<file path="src/rtl/br_pkg.sv">
// Shared definitions for the decode-stage branch unit.
//   br_op_t    : branch opcode encoding carried on d_br_op (7 is reserved and
//                is treated exactly like BR_NONE)
//   BHT_INIT   : reset value of every 2-bit history counter (weak not-taken)
//   is_branch  : true for the six real branch opcodes
//   ctr_next   : 2-bit saturating counter step (up when taken, down otherwise)
package br_pkg;

  typedef enum logic [2:0] {
    BR_NONE = 3'd0,
    BR_BEQ  = 3'd1,
    BR_BNE  = 3'd2,
    BR_BLEZ = 3'd3,
    BR_BGTZ = 3'd4,
    BR_BLTZ = 3'd5,
    BR_BGEZ = 3'd6,
    BR_RSVD = 3'd7
  } br_op_t;

  localparam logic [1:0] BHT_INIT = 2'b01;

  function automatic logic is_branch(input br_op_t op);
    return (op != BR_NONE) && (op != BR_RSVD);
  endfunction

  function automatic logic [1:0] ctr_next(input logic [1:0] ctr, input logic taken);
    logic [1:0] nxt;
    nxt = ctr;
    if (taken) begin
      if (ctr != 2'b11) nxt = ctr + 2'b01;
    end else begin
      if (ctr != 2'b00) nxt = ctr - 2'b01;
    end
    return nxt;
  endfunction

endpackage

</file>
<file path="src/rtl/br_cond.sv">
// Branch condition evaluator (pure combinational).
//   op      : branch opcode
//   rs_data : forwarded rs operand
//   rt_data : forwarded rt operand (only used by BEQ/BNE)
//   judge   : 1 when the branch condition holds; 0 for NONE/reserved
module br_cond
  import br_pkg::*;
#(
  parameter int WIDTH = 32
) (
  input  br_op_t           op,
  input  logic [WIDTH-1:0] rs_data,
  input  logic [WIDTH-1:0] rt_data,
  output logic             judge
);

  logic rs_zero;
  logic rs_neg;

  assign rs_zero = (rs_data == '0);
  assign rs_neg  = ($signed(rs_data) < $signed({WIDTH{1'b0}}));

  always_comb begin
    judge = 1'b0;
    case (op)
      BR_BEQ:  judge = (rs_data == rt_data);
      BR_BNE:  judge = (rs_data != rt_data);
      BR_BLEZ: judge = rs_neg | rs_zero;
      BR_BGTZ: judge = ~rs_neg & ~rs_zero;
      BR_BLTZ: judge = rs_neg;
      BR_BGEZ: judge = ~rs_neg;
      default: judge = 1'b0;
    endcase
  end

endmodule

</file>
<file path="src/rtl/d_branch_unit.sv">
// Decode-stage branch resolution unit.
// Resolves the D-stage branch condition, predicts the F-stage instruction from
// a table of 2-bit saturating counters, flags mispredictions and keeps
// saturating statistics counters.
//   clk, reset     : clock, synchronous active-high reset
//   f_pc           : PC in F, indexes the history table
//   f_pred_taken   : combinational prediction for the F instruction
//   d_en, d_clr    : F->D advance / D flush (flush wins)
//   d_pc, d_br_op  : PC and branch opcode of the D instruction
//   rs_data,rt_data: forwarded operands
//   judge          : branch condition (combinational)
//   d_pred_taken   : prediction that travelled with the D instruction
//   mispredict     : D branch resolved against its prediction
//   br_cnt,miss_cnt: saturating counts of resolved / mispredicted branches
module d_branch_unit
  import br_pkg::*;
#(
  parameter int WIDTH     = 32,
  parameter int BHT_DEPTH = 16,
  parameter int CNT_W     = 32
) (
  input  logic             clk,
  input  logic             reset,
  input  logic [31:0]      f_pc,
  output logic             f_pred_taken,
  input  logic             d_en,
  input  logic             d_clr,
  input  logic [31:0]      d_pc,
  input  logic [2:0]       d_br_op,
  input  logic [WIDTH-1:0] rs_data,
  input  logic [WIDTH-1:0] rt_data,
  output logic             judge,
  output logic             d_pred_taken,
  output logic             mispredict,
  output logic [CNT_W-1:0] br_cnt,
  output logic [CNT_W-1:0] miss_cnt
);

  localparam int IDX_W = $clog2(BHT_DEPTH);

  logic [1:0]       bht [BHT_DEPTH];
  logic [IDX_W-1:0] f_idx;
  logic [IDX_W-1:0] d_idx;
  br_op_t           op;
  logic             real_br;
  logic             commit;
  logic             unused_pc_bits;

  assign f_idx = f_pc[IDX_W+1:2];
  assign d_idx = d_pc[IDX_W+1:2];
  assign unused_pc_bits = ^{f_pc[31:IDX_W+2], f_pc[1:0], d_pc[31:IDX_W+2], d_pc[1:0]};

  assign op = br_op_t'(d_br_op);

  br_cond #(.WIDTH(WIDTH)) u_cond (
    .op      (op),
    .rs_data (rs_data),
    .rt_data (rt_data),
    .judge   (judge)
  );

  assign real_br = is_branch(op);
  // A stalled branch stays in D for several cycles; only the advancing cycle
  // commits, so each branch trains the table and the counters once.
  assign commit  = d_en & ~d_clr & real_br;

  // Combinational read of the current table contents: a same-cycle update to
  // this index is only visible after the edge (read-before-write).
  assign f_pred_taken = bht[f_idx][1];
  assign mispredict   = real_br & (judge ^ d_pred_taken);

  always_ff @(posedge clk) begin
    if (reset) begin
      for (int i = 0; i < BHT_DEPTH; i++) bht[i] <= BHT_INIT;
      d_pred_taken <= 1'b0;
      br_cnt       <= '0;
      miss_cnt     <= '0;
    end else begin
      if (commit) begin
        bht[d_idx] <= ctr_next(bht[d_idx], judge);
        if (br_cnt != '1) br_cnt <= br_cnt + 1'b1;
        if (mispredict && (miss_cnt != '1)) miss_cnt <= miss_cnt + 1'b1;
      end
      if (d_clr)     d_pred_taken <= 1'b0;
      else if (d_en) d_pred_taken <= f_pred_taken;
    end
  end

endmodule

</file>
<file path="config.mk">
export PLATFORM = sky130hd
export DESIGN_NAME = d_branch_unit
export DESIGN_NICKNAME = d
export VERILOG_FILES = /design/src/rtl/br_pkg.sv /design/src/rtl/br_cond.sv /design/src/rtl/d_branch_unit.sv
export SDC_FILE = /design/constraint.sdc
export NUM_CORES = 1
export LEC_CHECK = 0
export CAP_MARGIN = 15
export CORE_ASPECT_RATIO = 0.5
export CORE_MARGIN = 2
export CORE_UTILIZATION = 25
export CTS_BUF_LIST = sky130_fd_sc_hd__clkbuf_8
export CTS_CLUSTER_DIAMETER = 120
export DETAILED_ROUTE_END_ITERATION = 16
export GPL_ROUTABILITY_DRIVEN = 0
export HOLD_SLACK_MARGIN = 0.06
export RECOVER_POWER = 25
export SLEW_MARGIN = 20
export SYNTH_ARGS = -nofsm -noshare
export SYNTH_HDL_FRONTEND = slang
export SYNTH_HIERARCHICAL = 1
export SYNTH_SLANG_ARGS = --single-unit
</file>
<file path="constraint.sdc">
create_clock -name clk -period 9.86 [get_ports clk]
set_input_delay 1.972 -clock clk [delete_from_list [all_inputs] [get_ports clk]]
set_output_delay 1.972 -clock clk [all_outputs]
set_load 0.01 [all_outputs]
</file>
==> results.md, run 1 <==
- Worst Hold Class: flop to flop
- Fillers: 2113
- Avg Inst Size Synth: roughly 9.2 sq um
- Final Skew: around 20 ps
- Main synth FF type: dfxtp_1
- Combinational share of power: 12.8%
- Fin Setup TNS: 0 ps
- Die height: roughly 110 microns
- Clock power share: between 30% and 40%
- Dpl hpwl: between 10000 and 15000 microns
- Remaining antenna violation count after routing: 0
- Final setup vio count: 0
- LEAKAGE: 2.46 nW
- Sw Ratio: around a quarter
- Dominant cells by area after synthesis: dfxtp_1 24%, edfxtp_1 18%, xor2_1 8.8%
- Internal: 0.601 mW
- Initial antenna violation count: 0
- CP Data Required Time: 7890 ps
- Worst hold path depth: 2
- Final period util: between 70% and 80%
- Hold-fix buffers, CTS: 0
- Port bufs: 146
- Max Cap Viol: 0
- Kind of critical path: input pin to output port
- CP max FO: 5
- Initial Util: 25.8%
- Vias in the first global route: between 4k and 5k
- Post-synth top area share: 24.2%
- CTS Buffer Depth: 2
- Status: finished, final reports clean
- CTS root buf: clkbuf_8
- Via Count: roughly 4.7k
- VDD IR max: roughly 0.058 mV
- List of most frequent post-synthesis cells: 76 x nor2_1, 65 x dfxtp_1, 54 x xor2_1
- Rows: 37
- GRT Total Usage: between 10% and 20%
- Fin util: 35.0%
- Mapped Nets: approximately 700
- Post-synthesis cell count: 581
- Storage element area: 2260 sq um
- R2R cell count: 7
- Unrepaired setup endpoints after global routing: no
- Max H-tree Level: 3
- Reg power frac: between 50% and 60%
- Remaining DRCs: 0
- Post-synth EDFFs: 32
- Crit. End Element: output port
- Final Hold Fails: 0
- Most frequent cell after synthesis: nor2_1
- Ys async rst share: 0%
- Worst slew pin tran: between 800 and 900 ps
- CTS tree: built
- Worst slack, placed: 2680 ps
- Clock Latency Late Sink: 370 ps
- Largest net degree at the start of global routing: a little over 80
- CTS Sinks: 97
- CTS resizes: 0
- CP cell instances: clkdlybuf4s50_1, xor2_1, nor4_1, nand4_1, nor2_1, mux2_1, o211a_1, xor2_1, and3_1, clkdlybuf4s50_1
- Wire length per cell: 14.9 microns
- Area Overhead vs Synth: 35.5%
- Total Wirelength: roughly 15000 microns
- Yosys cell types: 53
- Total CTS buffers: 9
- NetSw: 0.209 mW
- Share of layout cells above drive strength 1: 6.96%
- Final WS setup: 2760 ps
- Yosys Warn Count: 6
- Ant. Diodes: 0
- Initial DRC Count: 207
- Slowest stage delay, CP: around 540 ps
- Fmax: 141 MHz
- #FFs+latches synth: 97
- Slew headroom: 41.9%
- Slew Limit Fails: 0
- Via/cell ratio: 4.70
- Die area: roughly 23000 sq um
- Total Power: 0.810 mW
- Non-Filler Cell Area, Final: 7280 sq um
- Arrival time worst endpoint: 5130 ps
- Area of the multi-input gates: 2970 sq um
- First-pass GRT wire length: 23900 microns
- Crit path time final: 7100 ps
- Gr ovfl total: 0
- Worst path slowest cell: clkdlybuf4s50_1
- Synth area leader: dfxtp_1
- DR pass1 iterations: 5
- Placed Area: between 7000 and 8000 sq um
- Seq/Total Area, Yosys: 42.1%
- Setup repair bufs after CTS: 0
- Startpoint Class: input pin
- Synth Cell Area: 5370 sq um
- Power density over the cells: between 100 and 150 nW/um^2
- Num ports: 203
- Core Area: slightly above 20000 sq um
- Clock transition at path regs: 100 ps
- Die W: 211 microns
- NumNets Final: 850
-- worst paths after layout --
path / start / end / slack [ps]
worst max register to register: miss_cnt[0] / miss_cnt[21] / 7320
worst min-delay path: miss_cnt[31] / miss_cnt[31] / 510
worst min register to register: miss_cnt[31] / miss_cnt[31] / 510
worst max-delay path: rs_data[31] / mispredict / 2760
-- cell usage in the layout (no fill, tap or decap), types with 3 or more instances in the layout --
| master | netlist | layout |
|---|---|---|
| a21oi_1 | 15 | 15 |
| and2_1 | 6 | 6 |
| and3_1 | 12 | 12 |
| and4_1 | 6 | 6 |
| clkbuf_8 | 0 | 9 |
| clkdlybuf4s50_1 | 0 | 96 |
| dfxtp_1 | 65 | 65 |
| dlygate4sd3_1 | 0 | 49 |
| edfxtp_1 | 32 | 32 |
| inv_1 | 5 | 5 |
| mux4_2 | 13 | 13 |
| nand2_1 | 43 | 43 |
| nand2b_1 | 12 | 12 |
| nand3_1 | 33 | 33 |
| nand4_1 | 31 | 31 |
| nor2_1 | 76 | 76 |
| nor2b_1 | 6 | 6 |
| nor3_1 | 30 | 30 |
| nor4_1 | 17 | 17 |
| o21ai_0 | 7 | 7 |
| o21ai_1 | 6 | 6 |
| o31ai_1 | 3 | 3 |
| or2_2 | 8 | 8 |
| or3_1 | 13 | 13 |
| xnor2_1 | 26 | 26 |
| xor2_1 | 54 | 54 |
-- worst max-delay path: cells and delay by family --
kind	cells	cell delay [ps]
AND/OR/NAND/NOR	4	880
AO/OA/AOI/OAI	1	270
buffers and inverters	2	1040
XOR/XNOR	2	640
multiplexers	1	330
-- registers in the layout (all words and copies together) (netlist names) --
| name | count |
|---|---|
| miss_cnt | 32 |
| d_pred_taken | 1 |
| bht | 32 |
| br_cnt | 32 |
-- cells by family after synthesis --
family,share of synthesized area [%]
adder cells (fa/ha/maj),0.839
multiplexers,6.03
XOR/XNOR,13.4
buffers and inverters,2.61
AO/OA/AOI/OAI,4.24
AND/OR/NAND/NOR,30.8
flip-flops,42.1
-- power by group through the flow --
stage | logic [mW] | clock network, mW | registers (mW)
after detailed placement | 0.104 | 0 | 0.427
final | 0.103 | 0.289 | 0.418
after CTS | 0.104 | 0.296 | 0.418
after floorplan | 0.0476 | 0 | 0.427
after global placement | 0.103 | 0 | 0.427
after global routing | 0.112 | 0.313 | 0.419
-- metrics by stage --
| stage | hold slack (ps) | instances |
|---|---|---|
| final | 513 | 991 |
| after global routing | 535 | 991 |
| after CTS | 510 | 991 |
| after detailed placement | 496 | 975 |
| after global placement | 484 | 975 |
| after floorplan | 508 | 581 |
-- per-layer routing --
metal,GRT usage (%),up-vias,part of all wire [%]
li1,-,2363,-
met3,2.95,14,3.5
met2,23.2,73,50
met5,0,-,0
met4,3.22,0,1.0
met1,16.7,2211,46
-- layout make-up --
class	count	share of cell area (%)
clock buffer	9	1.70
clock inverter	7	1.24
inverter	5	0.258
multi-input combinational	452	40.8
sequential	97	31.1
tap	273	4.69
timing repair buffer	148	20.2
(Power assumes the default switching activity.)
==> run 2, diff against run 1 <==
clock period = 7.35 ns   (was 9.86 ns; I/O delays follow)
==> results.md, run 2 (synthesized netlist as in run 1, its figures left out) <==
- Status: finished, final reports clean
- Worst Hold Class: flop to flop
- Final Skew: 21.9 ps (+2.07 ps)
- CP max FO: 5 (unchanged)
- Most common cell after layout, fill and taps aside: clkdlybuf4s50_1
- Setup repair bufs after CTS: 0 (unchanged)
- Initial DRC Count: 200 (-3.4%)
- CTS root buf: clkbuf_8
- Area of the multi-input gates: 2970 sq um (unchanged)
- Die W: 211 microns (unchanged)
- R2R Path End: miss_cnt[21]
- Fillers: 2108 (-0.24%)
- Kind of critical path: input pin to output port
- LEAKAGE: 2.47 nW (+0.14%)
- CTS resizes: 0 (unchanged)
- DR pass1 iterations: 4 (-1)
- Clock Latency Late Sink: 370 ps (about the same)
- Remaining antenna violation count after routing: 0 (unchanged)
- Die area: 22700 sq um (unchanged)
- Gr ovfl total: 0 (unchanged)
- Fmax: 164 MHz
- Hold-fix buffers, CTS: 0 (unchanged)
- Top Registers: bht (32), br_cnt (32), miss_cnt (32)
- Storage element area: 2260 sq um (unchanged)
- Most frequent cells in the layout: 96 x clkdlybuf4s50_1, 76 x nor2_1, 65 x dfxtp_1
- Via/cell ratio: 4.70 (about the same)
- Ant. Diodes: 0 (unchanged)
- Fin Setup TNS: 0 ps (unchanged)
- VDD IR max: 0.0775 mV (+33%)
- Largest net degree at the start of global routing: 82 (unchanged)
- Max H-tree Level: 3 (unchanged)
- Port bufs: 146 (unchanged)
- Worst reg2reg setup slack: 4820 ps (-2500 ps)
- NumNets Final: 850 (unchanged)
- CP Data Required Time: 5880 ps (-2010 ps)
- Vias in the first global route: 4717 (+2.0%)
- Dpl hpwl: 11200 microns (+0.81%)
- Total CTS buffers: 9 (unchanged)
- Core Area: 20800 sq um (unchanged)
- Initial Util: 25.8% (unchanged)
- Final WS setup: 1260 ps (-1490 ps)
- CTS Buffer Depth: 2 (unchanged)
- Slew headroom: 41.2% (-0.65 points)
- Placed Area: 7060 sq um (unchanged)
- CTS tree: built
- Rows: 37 (unchanged)
- Worst hold margin: 508 ps (-5.66 ps)
- Setup crit end: mispredict
- Max Cap Viol: 0 (unchanged)
- Worst slew pin tran: 882 ps (+9.80 ps)
- Startpoint Class: input pin
- Reg2Reg Launch Point: miss_cnt[0]
- Share of layout cells above drive strength 1: 6.96% (unchanged)
- Final Hold Fails: 0 (unchanged)
- Total Wirelength: 14800 microns (+0.23%)
- Slew Limit Fails: 0 (unchanged)
- First-pass GRT wire length: 24000 microns (+0.29%)
- Non-Filler Cell Area, Final: 7280 sq um (about the same)
- Via Count: 4662 (+0.021%)
- Arrival time worst endpoint: 4620 ps (-510 ps)
- Area Overhead vs Synth: 35.5% (about the same)
- Clock transition at path regs: 100 ps (about the same)
- Hold_sp: miss_cnt[31]
- CTS Sinks: 97 (unchanged)
- Crit. End Element: output port
- GRT Total Usage: 13.3% (about the same)
- Final period util: 82.8%
- Remaining DRCs: 0 (unchanged)
- Unrepaired setup endpoints after global routing: no
- Crit path time final: 6090 ps
- R2R cell count: 7 (unchanged)
- Die height: 108 microns (unchanged)
- Initial antenna violation count: 0 (unchanged)
- Worst Setup SP: rs_data[8]
- Power density over the cells: 149 nW/um^2 (+34%)
- Final setup vio count: 0 (unchanged)
- Worst slack, placed: 1200 ps (-1480 ps)
- Wire length per cell: 14.9 microns (+0.23%)
- Num ports: 203 (unchanged)
run 2: cell count changes in the layout (fill, tap and decap cells not counted):
cell / delta
inv_6: +1
clkinv_2: +1
clkinv_4: +1
inv_4: -2
clkinvlp_4: -1
run 2: report_power, final:
part           switching [mW]  internal (mW)
Sequential            0.00355          0.557
Combinational          0.0686         0.0703
Clock                   0.206          0.180
run 2: through the flow:
step,std cells,utilization (%),total power [mW]
2_1_floorplan,581,-,0.636
3_3_place_gp,975,34.0,0.711
3_5_place_dp,975,34.0,0.713
4_1_cts,991,35.0,1.10
5_1_grt,991,35.0,1.13
6_report,991,35.0,1.09
run 2: final cells by class:
class / instances / area share (%)
Multi-Input combinational cell: 452 / 40.8
Sequential cell: 97 / 31.1
Timing Repair Buffer: 148 / 20.2
Tap cell: 273 / 4.69
Clock buffer: 9 / 1.70
Clock inverter: 7 / 1.27
Inverter: 5 / 0.258
run 2: layer usage:
layer / share of wire, % / vias to the layer above / global-route usage, %
met5: 0 / - / 0
met2: 50 / 71 / 23.9
li1: - / 2349 / -
met3: 3.3 / 12 / 2.86
met4: 1.1 / 0 / 3.17
met1: 45 / 2230 / 16.2
run 2: worst min path at each step:
stage / endpoint / slack [ps] / cells after the start
final: miss_cnt[31] / 510 / 2
after global routing: miss_cnt[31] / 530 / 2
after CTS: miss_cnt[31] / 510 / 2
after detailed placement: miss_cnt[31] / 500 / 2
after global placement: miss_cnt[31] / 480 / 2
after floorplan: miss_cnt[31] / 510 / 2
run 2: worst max-delay path, cell delays in order:
cell	delay [ps]
clkdlybuf4s50_1	490
xor2_1	200
nor4_2	310
nand4_1	140
nor2_1	160
mux2_1	340
o211a_1	270
xor2_1	440
and3_1	240
clkdlybuf4s50_1	540
==> run 3, diff against run 2 <==
clock period = 5.75 ns   (was 7.35 ns; I/O delays follow)
==> results.md, run 3 (synthesized netlist as in run 1, its figures left out) <==
- Clock transition at path regs: 90 ps (about the same)
- Fin util: 34.9% (-0.16 points)
- VDD IR max: 0.0882 mV (+14%)
- Initial antenna violation count: 0 (unchanged)
- Slew Limit Fails: 0 (unchanged)
- DR pass1 iterations: 4 (unchanged)
- Slew headroom: 45.0% (+3.8 points)
- Status: finished, final reports clean
- Ant. Diodes: 0 (unchanged)
- First-pass GRT wire length: 23300 microns (-2.9%)
- Hold-fix buffers, CTS: 0 (unchanged)
- Sw Ratio: 25.3% (-0.27 points)
- Arrival time worst endpoint: 3970 ps (-650 ps)
- Area Overhead vs Synth: 34.9%
- Port bufs: 146 (unchanged)
- Die height: 108 microns (unchanged)
- Final Hold Fails: 0 (unchanged)
- Dpl hpwl: 11100 microns (-0.58%)
- Worst Hold Class: flop to flop
- GRT Total Usage: 13.0% (-0.27 points)
- Most frequent cells in the layout: 96 x clkdlybuf4s50_1, 76 x nor2_1, 65 x dfxtp_1
- Total Wirelength: 14500 microns (-1.7%)
- Final setup vio count: 0 (unchanged)
- M1 GR Usage: 16.0% (-0.19 points)
- Reg power frac: 54.6% (+3.0 points)
- Crit path time final: 5120 ps
- Worst hold path depth: 2 (unchanged)
- Kind of critical path: input pin to output port
- CTS Sinks: 97 (unchanged)
- Max H-tree Level: 3 (unchanged)
- Final Skew: 12.9 ps (-9.04 ps)
- Rows: 37 (unchanged)
- R2R cell count: 7 (unchanged)
- NetSw: 0.332 mW (+20%)
- Setup repair bufs after CTS: 0 (unchanged)
- Met3 track demand over resource: 3.21% (+0.35 points)
- Via/cell ratio: 4.72 (+0.33%)
- Worst Setup SP: rs_data[8]
- Unrepaired setup endpoints after global routing: no
- Max Cap Viol: 0 (unchanged)
- Top Registers: bht (32), br_cnt (32), miss_cnt (32)
- Die W: 211 microns (unchanged)
- Met2 usage: 22.8% (-1.2 points)
- Wire length per cell: 14.7 microns (-1.8%)
- Initial Util: 25.8% (unchanged)
- CTS tree: built
- NumNets Final: 851 (+0.12%)
- Largest net degree at the start of global routing: 43 (-48%)
- Fin Setup TNS: 0 ps (unchanged)
- Gr ovfl total: 0 (unchanged)
- Startpoint Class: input pin
- CTS root buf: clkbuf_8
- Most common cell after layout, fill and taps aside: clkdlybuf4s50_1
- Remaining antenna violation count after routing: 0 (unchanged)
- Total CTS buffers: 9 (unchanged)
- Fmax: between 150 and 200 MHz
- CTS Buffer Depth: 2 (unchanged)
- Worst slew pin tran: 825 ps (-56.7 ps)
- CP Data Required Time: 4600 ps (-1280 ps)
- Num ports: 203 (unchanged)
- Reg2Reg Launch Point: miss_cnt[0]
- Crit. End Element: output port
- Initial DRC Count: 295 (+48%)
- Most used routing layer in global routing: met2
- LEAKAGE: 2.46 nW (-0.34%)
- Die area: 22700 sq um (unchanged)
- Vias in the first global route: 4583 (-2.8%)
- Power density over the cells: 181 nW/um^2 (+21%)
- Core Area: 20800 sq um (unchanged)
- Internal: 0.980 mW (+21%)
- Hold_sp: miss_cnt[31]
- Final period util: a little under 90%
- CTS resizes: 0 (unchanged)
- Clock power share: 31.9% (-3.7 points)
- Combinational share of power: 13.5% (+0.7 points)
- Share of layout cells above drive strength 1: 6.68% (-0.29 points)
- CP max FO: 3 (-2)
- Remaining DRCs: 0 (unchanged)
- Via Count: 4682 (+0.43%)
- Clock Latency Late Sink: 380 ps (about the same)
## run 3: path summary, 6_finish.rpt
path	end	slack (ps)
min	miss_cnt[31]	510
max reg2reg	miss_cnt[21]	3180
min reg2reg	miss_cnt[31]	510
max	mispredict	630
## run 3: layout make-up
class	instances	area, sq um
Fill cell	2096	13500
Multi-Input combinational cell	452	2970
Sequential cell	97	2260
Timing Repair Buffer	149	1480
Tap cell	273	342
Clock buffer	11	151
Clock inverter	5	25.0
Inverter	5	18.8
## run 3: power groups by stage
| stage | clock network, mW | logic, mW | registers [mW] |
|---|---|---|---|
| after floorplan | 0 | 0.0817 | 0.732 |
| after CTS | 0.434 | 0.179 | 0.717 |
| after global placement | 0 | 0.177 | 0.732 |
| after global routing | 0.457 | 0.192 | 0.718 |
| final | 0.418 | 0.178 | 0.716 |
| after detailed placement | 0 | 0.178 | 0.733 |
## run 3: worst max-delay path, stage by stage
cell	delay, ps
clkdlybuf4s50_1	480
xor2_1	200
nor4_2	320
nand4_1	140
nor2_1	150
mux2_1	340
o211a_1	270
xor2_1	190
and3_1	180
clkdlybuf4s50_1	530
## run 3: per-layer routing
layer	vias up	share of wire, %
li1	2361	-
met5	-	0
met3	15	4.2
met4	0	1.2
met2	69	50
met1	2237	45
## run 3: through the flow
stage / setup WS [ps] / hold WS [ps] / std cells / power (mW) / area (sq um)
2_1_floorplan: 1700 / 508 / 581 / 0.813 / 5370
3_3_place_gp: 572 / 484 / 976 / 0.910 / 7070
3_5_place_dp: 572 / 498 / 976 / 0.911 / 7070
4_1_cts: 552 / 511 / 992 / 1.33 / 7250
5_1_grt: 385 / 541 / 992 / 1.37 / 7250
6_report: 631 / 510 / 992 / 1.31 / 7250
